--- src/rtl/fetch_pc_gen_pkg.sv ---
// Shared fetch definitions: next-PC select encodings, bubble word, FSM states.
package fetch_pc_gen_pkg;

    typedef enum logic [1:0] {
        PC_REPLAY = 2'b00,
        PC_TARGET = 2'b01,
        PC_SEQ    = 2'b10
    } pc_sel_e;

    typedef enum logic {
        BOOT = 1'b0,
        RUN  = 1'b1
    } fetch_state_e;

    localparam logic [31:0] NOP_INST = 32'h0000_0013;
    localparam logic [15:0] CNT_MAX  = 16'hFFFF;

endpackage

--- src/rtl/fetch_pc_gen_sat_counter16.sv ---
// 16-bit event counter that sticks at its maximum instead of wrapping.
module sat_counter16 (
    input  logic        clk,
    input  logic        rst_n,
    input  logic        inc,
    output logic [15:0] count
);
    import fetch_pc_gen_pkg::*;

    always_ff @(posedge clk or negedge rst_n) begin
        if (!rst_n) begin
            count <= '0;
        end else if (inc && count != CNT_MAX) begin
            count <= count + 16'd1;
        end
    end

endmodule

--- src/rtl/fetch_pc_gen.sv ---
// Fetch PC generator: picks the next fetch address and registers the
// instruction/PC pair handed to decode.
module fetch_pc_gen #(
    parameter logic [31:0] RESET_PC = 32'h0000_2000,
    parameter logic [31:0] NOP_INST = fetch_pc_gen_pkg::NOP_INST
) (
    input  logic        clk,
    input  logic        rst_n,
    input  logic [1:0]  pc_sel,
    input  logic [31:0] alu_target,
    input  logic        stall,
    input  logic [31:0] icache_dout,
    output logic [31:0] icache_addr,
    output logic        icache_re,
    output logic [31:0] fetch_pc,
    output logic [31:0] prev_inst,
    output logic [31:0] prev_pc,
    output logic [15:0] redirect_cnt,
    output logic [15:0] bubble_cnt
);
    import fetch_pc_gen_pkg::*;

    fetch_state_e state;

    logic        is_boot;
    logic        hold;
    logic        go_tgt;
    logic        go_rep;
    logic        go_seq;
    logic        redirect;
    logic        bubble;
    logic [31:0] tgt_al;

    assign tgt_al  = {alu_target[31:2], 2'b00};
    assign is_boot = (state == BOOT);
    assign hold    = !is_boot && stall;
    assign go_tgt  = !is_boot && !stall && (pc_sel == PC_TARGET);
    assign go_rep  = !is_boot && !stall && (pc_sel == PC_REPLAY);
    assign go_seq  = !is_boot && !stall && pc_sel[1];

    // The cache is only idle while reset is held.
    assign icache_re = rst_n;

    always_comb begin
        icache_addr = fetch_pc;
        redirect    = 1'b0;
        bubble      = 1'b0;
        unique case (1'b1)
            is_boot: begin
                icache_addr = RESET_PC;
                bubble      = 1'b1;
            end
            hold: begin
                icache_addr = fetch_pc;
            end
            go_tgt: begin
                icache_addr = tgt_al;
                redirect    = 1'b1;
                bubble      = 1'b1;
            end
            go_rep: begin
                icache_addr = fetch_pc;
                bubble      = 1'b1;
            end
            go_seq: begin
                icache_addr = fetch_pc + 32'd4;
            end
            default: begin
                icache_addr = fetch_pc;
            end
        endcase
    end

    always_ff @(posedge clk or negedge rst_n) begin
        if (!rst_n) begin
            state     <= BOOT;
            fetch_pc  <= RESET_PC;
            prev_inst <= NOP_INST;
            prev_pc   <= RESET_PC;
        end else begin
            unique case (state)
                BOOT: begin
                    state     <= RUN;
                    fetch_pc  <= RESET_PC;
                    prev_inst <= NOP_INST;
                    prev_pc   <= RESET_PC;
                end
                RUN: begin
                    if (!stall) begin
                        fetch_pc  <= icache_addr;
                        prev_pc   <= fetch_pc;
                        prev_inst <= go_seq ? icache_dout : NOP_INST;
                    end
                end
                default: begin
                    state <= BOOT;
                end
            endcase
        end
    end

    sat_counter16 u_redirect_cnt (
        .clk   (clk),
        .rst_n (rst_n),
        .inc   (redirect),
        .count (redirect_cnt)
    );

    sat_counter16 u_bubble_cnt (
        .clk   (clk),
        .rst_n (rst_n),
        .inc   (bubble),
        .count (bubble_cnt)
    );

endmodule
--- config.mk ---
export PLATFORM = sky130hd
export DESIGN_NAME = fetch_pc_gen
export DESIGN_NICKNAME = d
export VERILOG_FILES = /design/src/rtl/fetch_pc_gen_pkg.sv /design/src/rtl/fetch_pc_gen_sat_counter16.sv /design/src/rtl/fetch_pc_gen.sv
export SDC_FILE = /design/constraint.sdc
export NUM_CORES = 1
export LEC_CHECK = 0
export BUFFER_PORTS_ARGS = -buffer_cell sky130_fd_sc_hd__buf_2
export CAP_MARGIN = 20
export CORE_MARGIN = 1.5
export CORE_UTILIZATION = 50
export CTS_CLUSTER_DIAMETER = 50
export DETAILED_ROUTE_END_ITERATION = 10
export PLACE_DENSITY = 0.77
export SETUP_SLACK_MARGIN = 0.1
export SLEW_MARGIN = 0
export SYNTH_ARGS = -nofsm -noshare
export SYNTH_HDL_FRONTEND = slang
export SYNTH_SLANG_ARGS = --single-unit
--- constraint.sdc ---
create_clock -name clk -period 2.5 [get_ports clk]
set_clock_uncertainty 0.05 [all_clocks]
set_input_delay 0.5 -clock clk [delete_from_list [all_inputs] [get_ports clk]]
set_output_delay 0.5 -clock clk [all_outputs]
set_load 0.01 [all_outputs]
==> flow_results.org <==
** Outcome
- The flow ran to the end, but the final reports show violations.
- The final reports fail on negative setup slack.

** Synth
- Counting flops with a built-in enable in the synthesized netlist gives 0.
- Sequential elements use 51.9% of the synthesized area.
- After synthesis, the mean cell area works out to between 10 and 15 um^2.
- For this run, the number of Yosys warnings is 0.
- Synthesis instantiated 60 different standard cells from the library.
- Among all flip-flop cells after synthesis, the most frequent one is dfrtp_1.
- Number of instances in the synthesized netlist :: between 500 and 600
- Share of synthesized registers carrying an async set or reset :: 100%
- Synth Cell Area :: between 6000 and 7000 um^2
- Syn Nets :: around 650
- After synthesis the netlist holds a flip-flop and latch count of between 100 and 150.

** Drt
- DR top layer :: met4
- Number of search-and-repair iterations in the first detailed-routing pass :: 5
- Average wire per cell in the routed design :: between 20 and 25 um
- Antenna violation net count after detailed routing :: 0
- For this block, wires on met1 add up to just over 8000 um.
- After detailed routing, the number of vias per cell comes to around 5.9.
- For this block, the routed nets add up to 21900 um of wire.
- Wire length on met2 :: between 10000 and 15000 um
- Count of routing violations after the opening detailed-route iteration :: 570
- Count of vias placed by the detailed router :: about 6300
- After detailed routing, the number of remaining DRC violations is 0.
- Met3 WL post-DR :: 1930 um

** STA
- Based on the critical path, the design can be clocked at up to roughly 330 MHz.
- Number of setup violations in the final report :: 25
- The final number of hold-violating endpoints came to 0.
- Pins Over Slew Limit :: 0
- Slew HR :: about a third
- Worst-case hold slack :: about 150 ps
- After layout, the worst path uses 120% of the clock period.
- Once routing completed, OpenROAD measured the worst setup slack at -503 ps.
- Worst-Margin Slew :: approximately 1000 ps
- Setup repair after global routing could not meet its margin everywhere.
- For the finished layout, the period the worst path requires is 3000 ps.

** Placement
- Number of port buffers :: approximately 230
- Total cell area at the placement stage :: 7850 um^2
- The number of placed instances, taps included, is between 900 and 1000.
- Post-DP HPWL :: roughly 13000 um
- At the end of routability-driven placement, the weighted congestion stood at slightly below 0.9.
- OpenSTA, run right after detailed placement, puts the worst setup slack at -135 ps.

** Critical path
- Among cell families on the critical path, the largest total delay comes from flip-flops.
- Along the worst path, the maximum fanout reaches 6.
- The critical path in this run is classified as register to primary output.
- Critical Path RT :: just under 2000 ps
- Counting both buffers and inverters, the worst setup path holds a total of 3.
- In this design, the stage delay of the slowest critical-path cell is between 500 and 600 ps.
- Chain of cells forming the critical path :: nand3_4, buf_6, nor4_4, buf_4, nand4_1, o211ai_1, o311ai_1, buf_2
- Startpoint type of the worst setup path :: register
- Data arrives at the worst endpoint at 2450 ps.
- Sort of element at the end of the critical path :: primary output
- The slowest stage of the critical path belongs to the cell dfstp_2.

** Power and ir drop
- Power spread over the standard cell area amounts to 648 nW/um^2.
- Summed over all cells, the static leakage comes to a little under 5 nW.
- Across the VDD grid, the largest voltage drop is 0.000634 V.

** CTS
- H-tree levels :: 4
- Clock Root Buffer :: clkbuf_16
- CTS Buf Count :: 17
- Counting every sink on the clock net gives 129.
- CTS clock-pin slew for the worst setup and hold paths :: 60 ps
- Clock latency of the later-clocked register in the worst-skew pair :: ~420 ps
- TritonCTS clock tree :: done
- Worst-case clock buffer depth :: 2

** GRT
- First-pass GRT wire length :: about 30000 um
- The initial antenna violation count is 0.
- Global routing used roughly 30% of the available tracks across all layers.
- Entering global routing, the biggest net connects 130 pins.
- Total overflow reported by the global router :: 0
- The via count of the first global-routing pass is between 5000 and 6000.

** Die
- The die is around 110 um wide.
- I/O pin count :: 230
- Starting Density :: approximately half
- CORE AREA :: around 12000 um^2
- Measured along the y axis, the die boundary spans between 100 and 150 um.
- Die Outline Area :: roughly 13000 um^2
- Standard-cell rows :: 40

** Layout
- Synthesis-to-finish area growth :: 51.0%
- Count of nets after finishing :: ~950
- Final standard cell area without fillers :: ~9400 um^2
- At the end of the flow the core is filled with cells to between 70% and 80%.
- Number of diodes :: 0
- Post-route insts no fill :: roughly 1100
- Share of post-route cells with drive strength above 1 :: 48.7%

** Min path
- Class of the worst hold path :: input port to async pin

** Job
- Max-cap violations in this run came to 0.
==> synth_stat cells, types with 3 or more instances <==
master	n	area share, %
nand3_1	26	2.1
a22oi_1	4	0.48
and3_1	11	1.1
and2_1	4	0.40
o211ai_1	17	2.0
nor2b_1	31	3.1
nand2_1	60	3.6
xor2_1	8	1.1
nor2_1	19	1.1
nand4_1	17	1.7
clkbuf_1	16	0.96
o311ai_0	9	1.3
a21oi_1	7	0.56
nor4_1	11	1.1
and4_1	4	0.56
a22o_1	32	4.5
a31oi_1	3	0.30
xnor2_1	25	3.5
a221o_1	14	2.2
nor3_1	10	0.80
ha_1	3	0.60
dfrtp_1	124	50
mux2i_1	33	5.3
o22a_1	3	0.42
buf_6	3	0.54
buf_1	6	0.36
inv_1	6	0.36
dfstp_2	5	2.1
nand2b_1	3	0.30
o21a_1	3	0.36
o21ai_0	13	1.0
o21ai_1	4	0.32
==> per-stage QoR <==
| stage | total power [W] | setup TNS (ps) |
|---|---|---|
| finish | 0.00610 | -8150 |
| detailed placement | 0.00336 | -439 |
| global route | 0.00631 | -10120 |
| CTS | 0.00605 | -5820 |
| floorplan | 0.00291 | 0 |
| global placement | 0.00332 | -415 |
==> kinds of logic after synthesis <==
family / synth area share, %
flip-flops: 51.9
AO/OA/AOI/OAI: 15.0
multiplexers: 5.66
buffers and inverters: 3.13
XOR/XNOR: 4.63
other: 0.0601
adder cells (fa/ha/maj): 0.602
AND/OR/NAND/NOR: 19.1
==> where the power goes <==
part           internal (W)  leakage, nW  switching, W  total, W
logic              0.000452         2.81      0.000513  0.000965
clock network       0.00168        0.296      0.000993   0.00267
registers           0.00226         1.72      0.000209   0.00246
==> state kept, by name (all words and copies together) (netlist names) <==
name	flops
fetch_pc	32
prev_inst	32
state	1
u_bubble_cnt.count	16
u_redirect_cnt.count	16
prev_pc	32
==> final cells by class <==
type                    count  area (um^2)
clock buffers              17          425
clock inverters            15          208
fillers                   763         2700
inverters                   6         22.5
multi-input cells         405         3260
flip-flops and latches    129         3240
well taps                 168          210
repair buffers            321         2050
==> worst register-to-register path, delay by kind of cell, from the launching register on <==
family          cells  cell delay, ps
buf+inv             7             840
simple gates        4             820
flops               1             420
compound gates      1             100
==> cells in the final DEF, fill, tap and decap left out, drive strengths merged, types with 4 or more instances in the layout <==
| cell | instances |
|---|---|
| clkinvlp | 4 |
| a22o | 32 |
| nor2 | 19 |
| dfstp | 5 |
| xnor2 | 25 |
| xor2 | 8 |
| nand4 | 19 |
| nand2 | 60 |
| o21ai | 17 |
| nor3 | 10 |
| inv | 9 |
| and3 | 11 |
| buf | 318 |
| o311ai | 9 |
| a221o | 14 |
| a22oi | 4 |
| and4 | 6 |
| o211ai | 17 |
| mux2i | 33 |
| nand3 | 26 |
| nor4 | 13 |
| and2 | 4 |
| a21oi | 7 |
| bufinv | 4 |
| nor2b | 31 |
| clkinv | 4 |
| clkbuf | 18 |
| dfrtp | 124 |
==> routing by layer <==
layer,up-vias,GRT usage [%]
li1,2763,-
met3,64,8.31
met4,0,10.5
met1,3057,37.0
met5,-,0
met2,385,50.1
==> timing repair <==
item	4_1_cts	5_1_grt
resized for setup	49	73
gates cloned	2	1
pin swaps	21	48
setup buffers	24	25
hold buffers	0	0
setup endpoints to repair	30	31
==> worst paths after layout <==
kind	depth (start not counted)	end	slack, ps	start
max	8	icache_addr[25]	-500	fetch_pc[13]
min	2	prev_pc[11]	150	rst_n
max reg2reg	12	fetch_pc[17]	150	fetch_pc[3]
min reg2reg	1	prev_inst[25]	450	prev_inst[25]
max in group asynchronous	2	fetch_pc[20]	1690	rst_n
min in group clk	2	prev_inst[25]	250	icache_dout[25]
Note: power is estimated with default switching activity, not from simulation.
